## src/rtl/timer_ctrl_pkg.sv

```systemverilog
// Shared definitions for the timer controller: state encoding, mode values and default width.
package timer_ctrl_pkg;

  localparam int W_DEFAULT = 8;

  typedef enum logic [1:0] {
    ST_IDLE  = 2'd0,
    ST_ARMED = 2'd1,
    ST_RUN   = 2'd2,
    ST_DONE  = 2'd3
  } state_t;

  localparam logic MODE_ONESHOT  = 1'b0;
  localparam logic MODE_PERIODIC = 1'b1;

endpackage

```

## src/rtl/timer_ctrl_counter_dp.sv

```systemverilog
// Counter datapath: +1 adder with carry-out, reload/sum mux and enabled W-bit register.
module counter_dp #(
  parameter int W = 8
) (
  input  logic         CLK,
  input  logic         ASYNCRESETN,
  input  logic         EN,
  input  logic         LD,
  input  logic [W-1:0] D,
  output logic [W-1:0] O,
  output logic         COUT
);

  localparam logic [W:0] ONE = (W+1)'(1);

  logic [W:0]   w_sum_full;
  logic [W-1:0] w_sum;
  logic [W-1:0] w_next;

  // Carry-out of O+1 is the terminal-count indication (O == all-ones).
  assign w_sum_full = {1'b0, O} + ONE;
  assign w_sum      = w_sum_full[W-1:0];
  assign COUT       = w_sum_full[W];
  assign w_next     = LD ? D : w_sum;

  always_ff @(posedge CLK or negedge ASYNCRESETN) begin
    if (!ASYNCRESETN) begin
      O <= '0;
    end else if (EN) begin
      O <= w_next;
    end
  end

endmodule

```

## src/rtl/timer_ctrl.sv

```systemverilog
// Sequencing controller around counter_dp: load handshake, start/stop, tick enable,
// terminal-count pulse and one-shot / periodic operation.
module timer_ctrl
  import timer_ctrl_pkg::*;
#(
  parameter int W = W_DEFAULT
) (
  input  logic         CLK,
  input  logic         ASYNCRESETN,
  input  logic         LOAD_VALID,
  output logic         LOAD_READY,
  input  logic [W-1:0] LOAD_DATA,
  input  logic         MODE,
  input  logic         START,
  input  logic         STOP,
  input  logic         CE,
  output logic [W-1:0] O,
  output logic         TC,
  output logic         BUSY,
  output logic         DONE
);

  // state    | meaning
  // IDLE     | no reload programmed, START ignored
  // ARMED    | reload programmed, waiting for START
  // RUN      | counting on CE
  // DONE     | one-shot finished, count parked at reload

  state_t       r_state;
  state_t       w_state_nxt;
  logic [W-1:0] r_reload;
  logic [W-1:0] w_reload_nxt;
  logic         r_mode_q;
  logic         w_mode_nxt;
  logic         r_tc;

  logic         w_cnt_en;
  logic         w_cnt_ld;
  logic [W-1:0] w_cnt_d;
  logic         w_cout;
  logic         w_wrap;
  logic         w_load_acc;
  logic         w_start_ok;

  counter_dp #(.W(W)) u_dp (
    .CLK         (CLK),
    .ASYNCRESETN (ASYNCRESETN),
    .EN          (w_cnt_en),
    .LD          (w_cnt_ld),
    .D           (w_cnt_d),
    .O           (O),
    .COUT        (w_cout)
  );

  assign w_wrap     = CE & w_cout;
  assign w_load_acc = LOAD_VALID & (r_state != ST_RUN);
  assign w_start_ok = START & ~STOP;

  always_comb begin
    w_state_nxt  = r_state;
    w_reload_nxt = r_reload;
    w_mode_nxt   = r_mode_q;
    w_cnt_en     = 1'b0;
    w_cnt_ld     = 1'b0;
    w_cnt_d      = r_reload;

    // A load outranks START in every state that can accept one.
    if (w_load_acc) begin
      w_state_nxt  = ST_ARMED;
      w_reload_nxt = LOAD_DATA;
      w_cnt_en     = 1'b1;
      w_cnt_ld     = 1'b1;
      w_cnt_d      = LOAD_DATA;
    end else begin
      unique case (r_state)
        ST_ARMED: begin
          if (w_start_ok) begin
            w_state_nxt = ST_RUN;
            w_mode_nxt  = MODE;
          end
        end
        ST_DONE: begin
          if (w_start_ok) begin
            w_state_nxt = ST_RUN;
            w_mode_nxt  = MODE;
            w_cnt_en    = 1'b1;
            w_cnt_ld    = 1'b1;
          end
        end
        ST_RUN: begin
          if (STOP) begin
            w_state_nxt = ST_ARMED;
            w_cnt_en    = 1'b1;
            w_cnt_ld    = 1'b1;
          end else if (CE) begin
            w_cnt_en = 1'b1;
            w_cnt_ld = w_cout;
            if (w_cout && (r_mode_q == MODE_ONESHOT)) begin
              w_state_nxt = ST_DONE;
            end
          end
        end
        default: begin
          w_state_nxt = r_state;
        end
      endcase
    end
  end

  always_ff @(posedge CLK or negedge ASYNCRESETN) begin
    if (!ASYNCRESETN) begin
      r_state  <= ST_IDLE;
      r_reload <= '0;
      r_mode_q <= MODE_ONESHOT;
      r_tc     <= 1'b0;
    end else begin
      r_state  <= w_state_nxt;
      r_reload <= w_reload_nxt;
      r_mode_q <= w_mode_nxt;
      // TC pulses on a wrap in RUN even when STOP takes the state elsewhere.
      r_tc     <= (r_state == ST_RUN) & w_wrap;
    end
  end

  assign TC         = r_tc;
  assign BUSY       = (r_state == ST_RUN);
  assign DONE       = (r_state == ST_DONE);
  assign LOAD_READY = (r_state != ST_RUN);

endmodule
```

## config.mk

```make
export PLATFORM = sky130hd
export DESIGN_NAME = timer_ctrl
export DESIGN_NICKNAME = d
export VERILOG_FILES = /design/src/rtl/timer_ctrl_pkg.sv /design/src/rtl/timer_ctrl_counter_dp.sv /design/src/rtl/timer_ctrl.sv
export SDC_FILE = /design/constraint.sdc
export NUM_CORES = 1
export LEC_CHECK = 0
export ABC_CLOCK_PERIOD_IN_PS = 2350
export CAP_MARGIN = 30
export CELL_PAD_IN_SITES_DETAIL_PLACEMENT = 0
export CELL_PAD_IN_SITES_GLOBAL_PLACEMENT = 1
export CORE_MARGIN = 8
export CORE_UTILIZATION = 36
export DETAILED_ROUTE_END_ITERATION = 10
export PLACE_DENSITY_LB_ADDON = 0.1
export SETUP_SLACK_MARGIN = 0.5
export SYNTH_ARGS = -nofsm -noshare
export SYNTH_HDL_FRONTEND = slang
export SYNTH_SLANG_ARGS = --single-unit
```

## constraint.sdc

```tcl
create_clock -name CLK -period 2.35 [get_ports CLK]
set_input_delay 0.3525 -clock CLK [delete_from_list [all_inputs] [get_ports CLK]]
set_output_delay 0.3525 -clock CLK [all_outputs]
set_load 0.02 [all_outputs]
```

# Yosys cells after proc, flatten, opt, wreduce, memory -nomap -nowiden

Index checks and enable logic that the tools add are counted.

Output and inout bits: 12
Bits of input ports: 15
Register bits after elaboration: 20

Mux-type cells: 17
Bitwise gates (word level): 7
$add $sub $neg: 1
Reductions and logical operators: 5
Eq/ne operators: 7

Operators by type and width:

| kind                                                                     | number |
|---|---|
| 8-bit 2-to-1 mux                                                         | 2 |
| 2-bit 2-to-1 mux                                                         | 5 |
| 8-bit by 1-bit adder with 9-bit output (second input constant)           | 1 |
| 1-bit 2-to-1 mux                                                         | 7 |
| 1-bit bitwise AND                                                        | 4 |
| 2-bit == test (second input constant)                                    | 2 |
| 4-bit by 2-bit inequality test with 1-bit output (second input constant) | 1 |
| 4-bit by 3-bit inequality test with 1-bit output (second input constant) | 1 |
| 1-bit one-hot mux with 2 select lines                                    | 2 |
| 2-bit one-hot mux with 2 select lines                                    | 1 |
| 4-bit AND reduction                                                      | 1 |
| 3-bit by 1-bit inequality test with 1-bit output (second input constant) | 1 |
| 1-bit NOT                                                                | 3 |
| 3-bit AND reduction                                                      | 1 |
| 3-bit nonzero test                                                       | 1 |
| 2-bit by 1-bit == test with 1-bit output (second input constant)         | 1 |
| 2-bit inequality test (second input constant)                            | 1 |
| 2-bit OR reduction                                                       | 1 |
| 1-bit logical AND                                                        | 1 |

# Logic depth before layout (Yosys ltp)

Gate-level depths: netlist of run 1.

Word-level depth: 7
Depth in mapped cells: 7
Mapped depth without buffers: 6

# By module

From an unflattened synthesis of run 1, not the netlist that was laid out.

Cells, all modules: 98
Area, all modules: 1047.3 µm²

By module, submodules not included:

| module     | cells each | seq. area each (µm²) | instances | area an instance (µm²) |
|---|---|---|---|---|
| timer_ctrl | 41         | 300.3                | 1         | 554.3 |
| counter_dp | 57         | 200.2                | 1         | 493.0 |

# Least setup slack after synthesis of run 1

No wires, ideal clock.

Kind: flip-flop to flip-flop
Start: register r_state[0]
End: register u_dp.O[6]
Path slack: 0.507 ns
Stages on the path, launching flop included: 7
Library setup time: 0.126 ns
Required time: 2.224 ns
Arrival time: 1.716 ns
Path through: dfrtp_1 -> nand2b_1 -> inv_2 -> o32ai_4 -> or3_1 -> a21oi_1 -> a311o_1

Longest elaborated chain between the ends: 4

Ends and longest elaborated chain:

| what                                                 | line                        | source |
|---|---|---|
| start: declaration                                   | timer_ctrl.sv:29            | `state_t r_state;` |
| start signal: assignment                             | timer_ctrl.sv:117           | `r_state <= w_state_nxt;` |
| 2-bit inequality test *                              | --                          |  |
| named net LOAD_READY                                 | timer_ctrl.sv:11            | `output logic LOAD_READY,` |
| 1-bit bitwise AND *                                  | timer_ctrl.sv:56            | `assign w_load_acc = LOAD_VALID & (r_state != ST_RUN);` |
| 8-bit 2-to-1 mux or 1-bit 2-to-1 mux (tied branches) | timer_ctrl.sv:68            | `if (w_load_acc) begin` |
| 8-bit 2-to-1 mux                                     | timer_ctrl_counter_dp.sv:24 | `assign w_next = LD ? D : w_sum;` |
| end signal: assignment                               | timer_ctrl_counter_dp.sv:30 | `O <= w_next;` |
| end: declaration                                     | timer_ctrl_counter_dp.sv:10 | `output logic [W-1:0] O,` |

The timed path passes the listed nets; every way through them passes the cells marked *.
A chain may end at the register's enable or synchronous reset.

# Final worst setup path of run 1

Start: register u_dp.O[0]
End: register u_dp.O[6]

Longest elaborated chain between the ends: 6

Ends and longest elaborated chain:

| what                                     | line                        | source |
|---|---|---|
| 8-bit by 1-bit adder with 9-bit output * | timer_ctrl_counter_dp.sv:21 | `assign w_sum_full = {1'b0, O} + ONE;` |
| 1-bit 2-to-1 mux                         | timer_ctrl.sv:95            | `end else if (CE) begin` |
| 1-bit 2-to-1 mux                         | timer_ctrl.sv:91            | `if (STOP) begin` |
| 1-bit one-hot mux with 2 select lines    | timer_ctrl.sv:75            | `unique case (r_state)` |
| 1-bit 2-to-1 mux                         | timer_ctrl.sv:68            |  |
| 8-bit 2-to-1 mux *                       | timer_ctrl_counter_dp.sv:24 |  |

Mark *: on every way between the ends. The rest lies on a longest branch, timed or not.

==> results.cfg, run 1 <==
[run_status]
status = finished, final reports clean

[logic_synthesis]
synth_edf_count = 0
yosysSeqAreaShare_pct = 48.7
ys.flop_type = dfrtp_1
synth.area.top_cells = dfrtp_1, mux2_2, nand2_1, o32ai_4, nor2_1
synthSimpleGateAreaFrac_pct = 22.0
synth_fa_ha_area_share_pct = 1.22
synth_top_family_by_area = simple AND/OR/NAND/NOR gates
post-synth-top-count-cell = dfrtp_1
ys_ff_latch = 20
synth_common_cells = dfrtp_1, mux2_2, nand2_1
syn_area_per_cell_sq_um = 11.2
synth_top_area_cell = dfrtp_1
yosysUniqueCellTypes = 34
synth_nets = 108
synth_warnings = 0
synth_compound_area_share_pct = 15.0
synth_cells = 92
synth_top_area_share_pct = 48.7
synthMuxAreaShare_pct = 9.87
synth_xor_area_share_pct = 1.71
ys_async_sr_fraction_pct = 100
synthesis.area_sq_mm = 0.00103

[pwr]
powerDensity_mw_per_mm2 = 733
worst_ir_drop_vdd_v = 0.000528
cellLeakagePower_uw = 0.000622
p_clk_share_pct = 26.6
comb_power_share_pct = 30.3
power.switching_uw = 308
p_int_uw = 737
p_sw_share_pct = 29.5
p_seq_share_pct = 43.1

[cts]
h-tree-depth = 1
clkTransAtPathRegs_ns = 0.12
clock_sinks = 20
cts-hold-fix-buffers = 0
clockBufferDepth = 2
cts_tree = yes
cts_buffers = 3
root_buffer = clkbuf_4
insertion_delay_ns = 0.30

[die]
row_count = 19
die_area_sq_mm = 0.00482
start_util_pct = 37.6
io_pins = 27
die_h_um = 69.4
core_area_sq_mm = 0.00273
die_width_um = 69.4

[sta]
period_share_pct = 77.2
hold_viol_final = 0
finalSetupViolCount = 0
min_period_ns = 1.81
tns_ns = 0
slew_headroom_pct = 76.9
worst_slew_pin_slew_ns = 0.346
clock.fmax_ghz = 0.551
rsz0062_at_grt = true
slew_viol_final = 0
hold_ws_ns = 0.367
clock_skew_ns = 0.00688

[setup_path]
path_class = reg2reg
cp.arrival_ns = 2.00
end_kind = register
rr_endpoint = u_dp.O[6]
crit_path_max_fanout = 8
crit_required_ns = 2.54
r2r_start = u_dp.O[0]
reg2reg_slack_ns = 0.54
reg2reg_depth = 6
start_kind = register

[drt]
wl_per_cell_um = 15.1
via_count = 834
via_per_inst = 5.28
ant_nets = 0
dr.first_iter.drc_count = 27
firstDrtPassIters = 4
drc_errors = 0
routed_wirelength_um = 2390

[final_layout]
synthToLayoutAreaGrowth_pct = 38.7
fillers = 235
nNetsFinal = 144
num_antenna_cells = 0
layout-drive-gt1-share_pct = 23.6

[global_routing]
grt-ovfl-total = 0
grt_pass1_vias = 812
grt_usage_pct = 9.99
grt_pass1_wl_um = 4000
grt_start_max_net_pins = 21
antenna_found_initial = 0

[place]
port_buffers = 26
dpl.hpwl_um = 1780
gp_congestion = 0.873

[hold_path]
hold_path.class = in2async

[run]
drv_cap = 0
## repair_timing
action / CTS / global route
resized for setup: 3 / 7
pin swaps: 0 / 0
setup buffers: 2 / 2
endpoints found under the setup margin: 5 / 9
## cells by family (layout without fill, tap and decap cells)
logic type | count (synthesis) | after routing
fa+ha+maj | 1 | 1
compound gates | 18 | 18
xor+xnor | 2 | 2
mux | 9 | 9
flops | 20 | 20
buf+inv | 2 | 37
simple gates | 40 | 40
## layout by cell type (no fill, tap or decap), types with 2 or more instances in the layout
| cell | instances |
|---|---|
| clkdlybuf4s50_1 | 21 |
| o21ai_1 | 2 |
| nand4_1 | 2 |
| nor2b_1 | 2 |
| nand2b_1 | 2 |
| mux2_2 | 9 |
| dfrtp_1 | 20 |
| xnor2_1 | 2 |
| a221o_1 | 2 |
| nand3_1 | 2 |
| nor2_1 | 7 |
| clkbuf_4 | 3 |
| or3_1 | 2 |
| o21ai_0 | 3 |
| dlymetal6s2s_1 | 3 |
| and2_1 | 2 |
| nor3_1 | 4 |
| buf_4 | 6 |
| nand2_1 | 8 |
| a21oi_1 | 4 |
## state kept, by name, indices dropped and copies added, names as in the netlist
name and count:
r_reload 8, TC 1, r_state 2, u_dp.O 8, r_mode_q 1
## metal layers
layer	vias up	track usage [%]	share of wire (%)
met5	-	0	0
met4	0	2.05	0.92
met2	27	15.1	44
met1	394	12.5	48
li1	409	-	-
met3	4	4.86	6.9
## worst max-delay path, cell delays in order, from the launching register on
cell	delay (ns)
dfrtp_1	0.43
ha_2	0.26
nand4_1	0.17
o21bai_4	0.19
nor2b_4	0.27
a21oi_1	0.07
a311o_1	0.32
## layout make-up
class	instances	area, sq um	area share (%)
multi-input combinational	70	523	36.7
timing repair buffer	32	307	21.5
sequential	20	500	35.1
tap	31	38.8	2.72
clock buffer	3	22.5	1.58
clock inverter	1	30.0	2.11
inverter	1	3.75	0.263
## power groups by stage
stage / Combinational, uW / Clock [uW] / Sequential [uW]
5_1_grt: 344 / 307 / 459
6_report: 316 / 278 / 450
2_1_floorplan: 132 / 0 / 484
3_3_place_gp: 301 / 0 / 457
3_5_place_dp: 303 / 0 / 457
4_1_cts: 308 / 289 / 451
## per-stage QoR
stage | std cells | area [sq um] | worst slack [ns] | power, uW | utilization [%]
after floorplan | 92 | 1030 | 0.507 | 617 | -
after global placement | 150 | 1330 | 0.227 | 759 | 48.6
after detailed placement | 150 | 1330 | 0.197 | 760 | 48.6
after CTS | 156 | 1400 | 0.503 | 1050 | 51.1
after global routing | 158 | 1430 | 0.433 | 1110 | 52.1
final | 158 | 1430 | 0.536 | 1040 | 52.1
## worst max path at each step
stage	startpoint	depth (start not counted)	to	slack, ns
6_report	u_dp.O[0]	6	u_dp.O[6]	0.54
3_3_place_gp	STOP	6	u_dp.O[1]	0.23
4_1_cts	r_state[1]	2	DONE	0.50
2_1_floorplan	r_state[0]	6	u_dp.O[6]	0.51
3_5_place_dp	LOAD_VALID	4	u_dp.O[1]	0.20
5_1_grt	u_dp.O[0]	6	u_dp.O[6]	0.43
Note: power is estimated with default switching activity, not from simulation.
==> run 2, diff against run 1 <==
ABC_CLOCK_PERIOD_IN_PS = 1800   (was 2350)
clock period = 1.8 ns   (was 2.35 ns; I/O delays follow)
==> run 2 against run 1 <==
  * Combinational power up 84%
  * Core utilization rose by 9.6 points
  * Worst setup slack got worse by 0.41 ns
  * Global-route usage is 0.65 points higher
  * Critical path depth decreased by 2
  * Cell count rose by 13%
  * Clock power increased by 35%
  * Die area unchanged
  * Worst hold slack got worse by 0.082 ns
  * Register-to-register slack lost 0.41 ns
  * Largest cell class unchanged
  * Highest routed layer unchanged
==> results.cfg, run 2 (same netlist as run 1, synthesis figures left out) <==
[run_status]
status = finished, final reports clean

[drt]
ant_nets = 0
firstDrtPassIters = 4
routed_wirelength_um = 2850
drc_errors = 0
via_per_inst = 5.29
dr.first_iter.drc_count = 32
wl_per_cell_um = 16.0
via_count = 942

[run]
drv_cap = 0

[global_routing]
grt_pass1_wl_um = 4320
antenna_found_initial = 0
grt_start_max_net_pins = 21
grt-ovfl-total = 0
grt_pass1_vias = 912
grt_usage_pct = 10.6

[pwr]
powerDensity_mw_per_mm2 = 912
cellLeakagePower_uw = 0.000748
worst_ir_drop_vdd_v = 0.000596
fin_total_pwr_uw = 1540

[sta]
clock.fmax_ghz = 0.598
setup_slack_ns = 0.127
min_period_ns = 1.67
rsz0062_at_grt = true
finalSetupViolCount = 0
slew_viol_final = 0
period_share_pct = 92.9
slew_headroom_pct = 82.7
hold_viol_final = 0
clock_skew_ns = 0.00585
worst_slew_pin_slew_ns = 0.258

[die]
core_area_sq_mm = 0.00273
start_util_pct = 37.6
io_pins = 27
die_area_sq_mm = 0.00482
die_h_um = 69.4
row_count = 19
die_width_um = 69.4

[setup_path]
crit_path_max_fanout = 7
slowest_delay_ns = 0.44
crit_required_ns = 2.00
path_class = reg2reg
slowest_stage = dfrtp_2
crit_path_cell_trace = or3b_4 > o21bai_4 > nor2b_4 > a221o_1
reg2reg_depth = 4
cp.arrival_ns = 1.87
start_kind = register
end_kind = register

[place]
dpl.hpwl_um = 1860
port_buffers = 26
gp_congestion = 0.814
dp_slack_ns = -0.217

[final_layout]
layout_commonest_cell = buf_4
final_cell_mix = buf_4, dfrtp_1, buf_6
synthToLayoutAreaGrowth_pct = 64.2
top_regs = r_reload (8), u_dp.O (8), r_state (2)
layout-drive-gt1-share_pct = 51.0
nNetsFinal = 164
num_antenna_cells = 0

[cts]
h-tree-depth = 1
clockBufferDepth = 2
root_buffer = clkbuf_4
insertion_delay_ns = 0.31
cts_tree = yes
clock_sinks = 20
cts_buffers = 3
clkTransAtPathRegs_ns = 0.12

[hold_path]
hold_path.class = in2async
==> run 2: cell types whose count changed in the layout (fill, tap and decap cells not counted), moves of 3 or more <==
| cell | delta |
|---|---|
| buf_6 | +14 |
| nand2_1 | -3 |
| clkdlybuf4s50_1 | -8 |
| mux2_2 | -4 |
| buf_2 | +3 |
| dfrtp_2 | +3 |
| dfrtp_1 | -3 |
| mux2_4 | +4 |
| dlymetal6s2s_1 | -3 |
| buf_4 | +14 |
==> run 2: power by group <==
group	total [uW]	leakage (uW)	switching, uW	internal (uW)
registers	583	0.000234	58.7	524
clock network	374	0.0000279	149	225
logic	582	0.000487	262	319
==> run 2: timing repair <==
action / CTS / global route
setup endpoints to repair: 30 / 26
pin swaps: 7 / 8
setup buffers: 3 / 10
hold buffers: 0 / 0
gates resized for setup: 50 / 41
cloned: 0 / 1
==> run 2: final cells by class <==
cell class,count,area [sq um]
clock buffer,3,22.5
multi-input combinational,70,611
fill,240,1050
tap,31,38.8
sequential,20,504
timing repair buffer,52,472
inverter,1,8.76
clock inverter,1,30.0
==> run 2: per-layer routing <==
layer | global-route usage, % | vias to the layer above | share of wire (%)
li1 | - | 447 | -
met1 | 13.8 | 455 | 46
met2 | 16.5 | 36 | 47
met3 | 3.43 | 4 | 5.9
met4 | 2.73 | 0 | 0.88
met5 | 0 | - | 0
==> run 2: path summary, 6_finish.rpt <==
path | start | end | slack, ns
setup / recovery | r_state[1] | u_dp.O[0] | 0.13
hold / removal | ASYNCRESETN | r_state[0] | 0.29
setup reg to reg | r_state[1] | u_dp.O[0] | 0.13
hold reg to reg | r_reload[1] | r_reload[1] | 0.51
max in group asynchronous | ASYNCRESETN | u_dp.O[1] | 1.28
min in group CLK | r_reload[1] | r_reload[1] | 0.51
==> run 2: through the flow <==
stage	hold WS, ns	std cells	TNS (ns)	instance area, sq um	utilization, %
floorplan	-0.0256	92	0	1060	-
global placement	0.483	160	-1.18	1440	52.5
detailed placement	0.486	160	-1.37	1440	52.5
CTS	0.289	167	0	1530	56.1
global route	0.298	178	0	1690	61.7
finish	0.285	178	0	1690	61.7
==> run 2: critical path: cells and delay by family (launching register included) <==
| family | cells | cell delay [ns] |
|---|---|---|
| simple gates | 2 | 0.59 |
| flops | 1 | 0.44 |
| compound gates | 2 | 0.53 |
==> run 3, diff against run 2 <==
RECOVER_POWER = 25   (was not set)
==> run 3 against run 2 <==
  * Via count increased by 0.11%
  * Sequential share of layout area grew 0.067 points
  * Worst setup slack unchanged
  * Combinational power hardly changed
  * Clock skew stayed put
  * Cell count did not move
  * Non-clock buffer count unchanged
  * Total power hardly changed
  * Highest routed layer unchanged
==> results.cfg, run 3 (same netlist as run 1, synthesis figures left out) <==
[sta]
worst_slew_pin_slew_ns = 1.12
clock.fmax_ghz = 0.598
clock_skew_ns = 0.00585
hold_viol_final = 0
slew_headroom_pct = 25.1
finalSetupViolCount = 0
slew_viol_final = 0
rsz0062_at_grt = true
period_share_pct = 92.9
hold_ws_ns = 0.510
min_period_ns = 1.67

[final_layout]
layout-drive-gt1-share_pct = 50.3
final_cell_mix = buf_4, dfrtp_1, buf_6
nNetsFinal = 164
stdcell_area_sq_mm = 0.00168
top_regs = r_reload (8), u_dp.O (8), r_state (2)
synthToLayoutAreaGrowth_pct = 63.8
num_antenna_cells = 0
instances_no_fill = 178
layout_commonest_cell = buf_4
fillers = 240
fin_util_pct = 61.6

[die]
start_util_pct = 37.6
die_width_um = 69.4
die_area_sq_mm = 0.00482
die_h_um = 69.4
row_count = 19
core_area_sq_mm = 0.00273
io_pins = 27

[pwr]
cellLeakagePower_uw = 0.000745
worst_ir_drop_vdd_v = 0.000596
powerDensity_mw_per_mm2 = 913

[place]
dpl_cell_area_sq_mm = 0.00144
gp_congestion = 0.814
port_buffers = 26
dpl.hpwl_um = 1860
dp.cells = 160

[global_routing]
grt-ovfl-total = 0
grt_start_max_net_pins = 21
grt_usage_pct = 10.6
grt_pass1_vias = 912
antenna_found_initial = 0
grt_pass1_wl_um = 4320

[setup_path]
crit_required_ns = 2.00
crit_path_max_fanout = 7
reg2reg_slack_ns = 0.13
start_kind = register
cp.arrival_ns = 1.87
path_class = reg2reg
end_kind = register

[cts]
clockBufferDepth = 2
clkTransAtPathRegs_ns = 0.12
cts-hold-fix-buffers = 0
cts_tree = yes
h-tree-depth = 1
root_buffer = clkbuf_4
cts_buffers = 3
clock_sinks = 20
insertion_delay_ns = 0.31

[hold_path]
hold_path.class = reg2reg

[drt]
via_per_inst = 5.30
drc_errors = 0
ant_nets = 0
wl_per_cell_um = 16.0
via_count = 943
dr.first_iter.drc_count = 32
routed_wirelength_um = 2850
firstDrtPassIters = 4

[run_status]
status = finished, final reports clean

[run]
drv_cap = 0
run 3: cell count changes in the layout (fill, tap and decap cells not counted):
cell	change
buf_4	-1
clkbuf_1	+1
clkdlybuf4s50_1	-1
dlygate4sd3_1	+1
run 3: report_power, final:
part	leakage [uW]	internal [uW]	switching, uW
clock network	0.0000279	225	149
logic	0.000483	318	262
registers	0.000234	524	58.7
run 3: layer usage:
layer | track usage, % | wire, um
met5 | 0 | 0
met4 | 2.73 | 25
met3 | 3.43 | 174
met2 | 16.5 | 1340
met1 | 13.8 | 1310
run 3: cell type report:
class	instances	area [sq um]	share of cell area (%)
Sequential cell	20	504	30.0
Clock inverter	1	30.0	1.78
Clock buffer	3	22.5	1.34
Multi-Input combinational cell	70	611	36.3
Tap cell	31	38.8	2.30
Inverter	1	8.76	0.520
Timing Repair Buffer	52	468	27.8
run 3: through the flow:
| step | setup TNS, ns | setup slack [ns] | total power [uW] |
|---|---|---|---|
| global placement | -1.18 | -0.186 | 1040 |
| floorplan | 0 | 0.0899 | 823 |
| global route | 0 | 0.0642 | 1620 |
| detailed placement | -1.37 | -0.217 | 1040 |
| finish | 0 | 0.127 | 1540 |
| CTS | 0 | 0.153 | 1430 |
run 3: worst paths after layout:
path                        startpoint          end  cells after the start
max                         r_state[1]    u_dp.O[0]                      4
min                        r_reload[1]  r_reload[1]                      1
max reg2reg                 r_state[1]    u_dp.O[0]                      4
min reg2reg                r_reload[1]  r_reload[1]                      1
max in group asynchronous  ASYNCRESETN    u_dp.O[1]                      2
min in group asynchronous  ASYNCRESETN   r_state[0]                      2
run 3: timing repair:
| action | in CTS | in global routing |
|---|---|---|
| endpoints found under the setup margin | 30 | 26 |
| setup buffers | 3 | 10 |
| resized for setup | 50 | 41 |
| pin swaps | 7 | 8 |
| cloned | 0 | 1 |
run 3: worst max-delay path, cell delays in order, from the launching register on:
cell and delay [ns]:
dfrtp_2 0.44, or3b_4 0.43, o21bai_4 0.20, nor2b_4 0.16
a221o_1 0.33
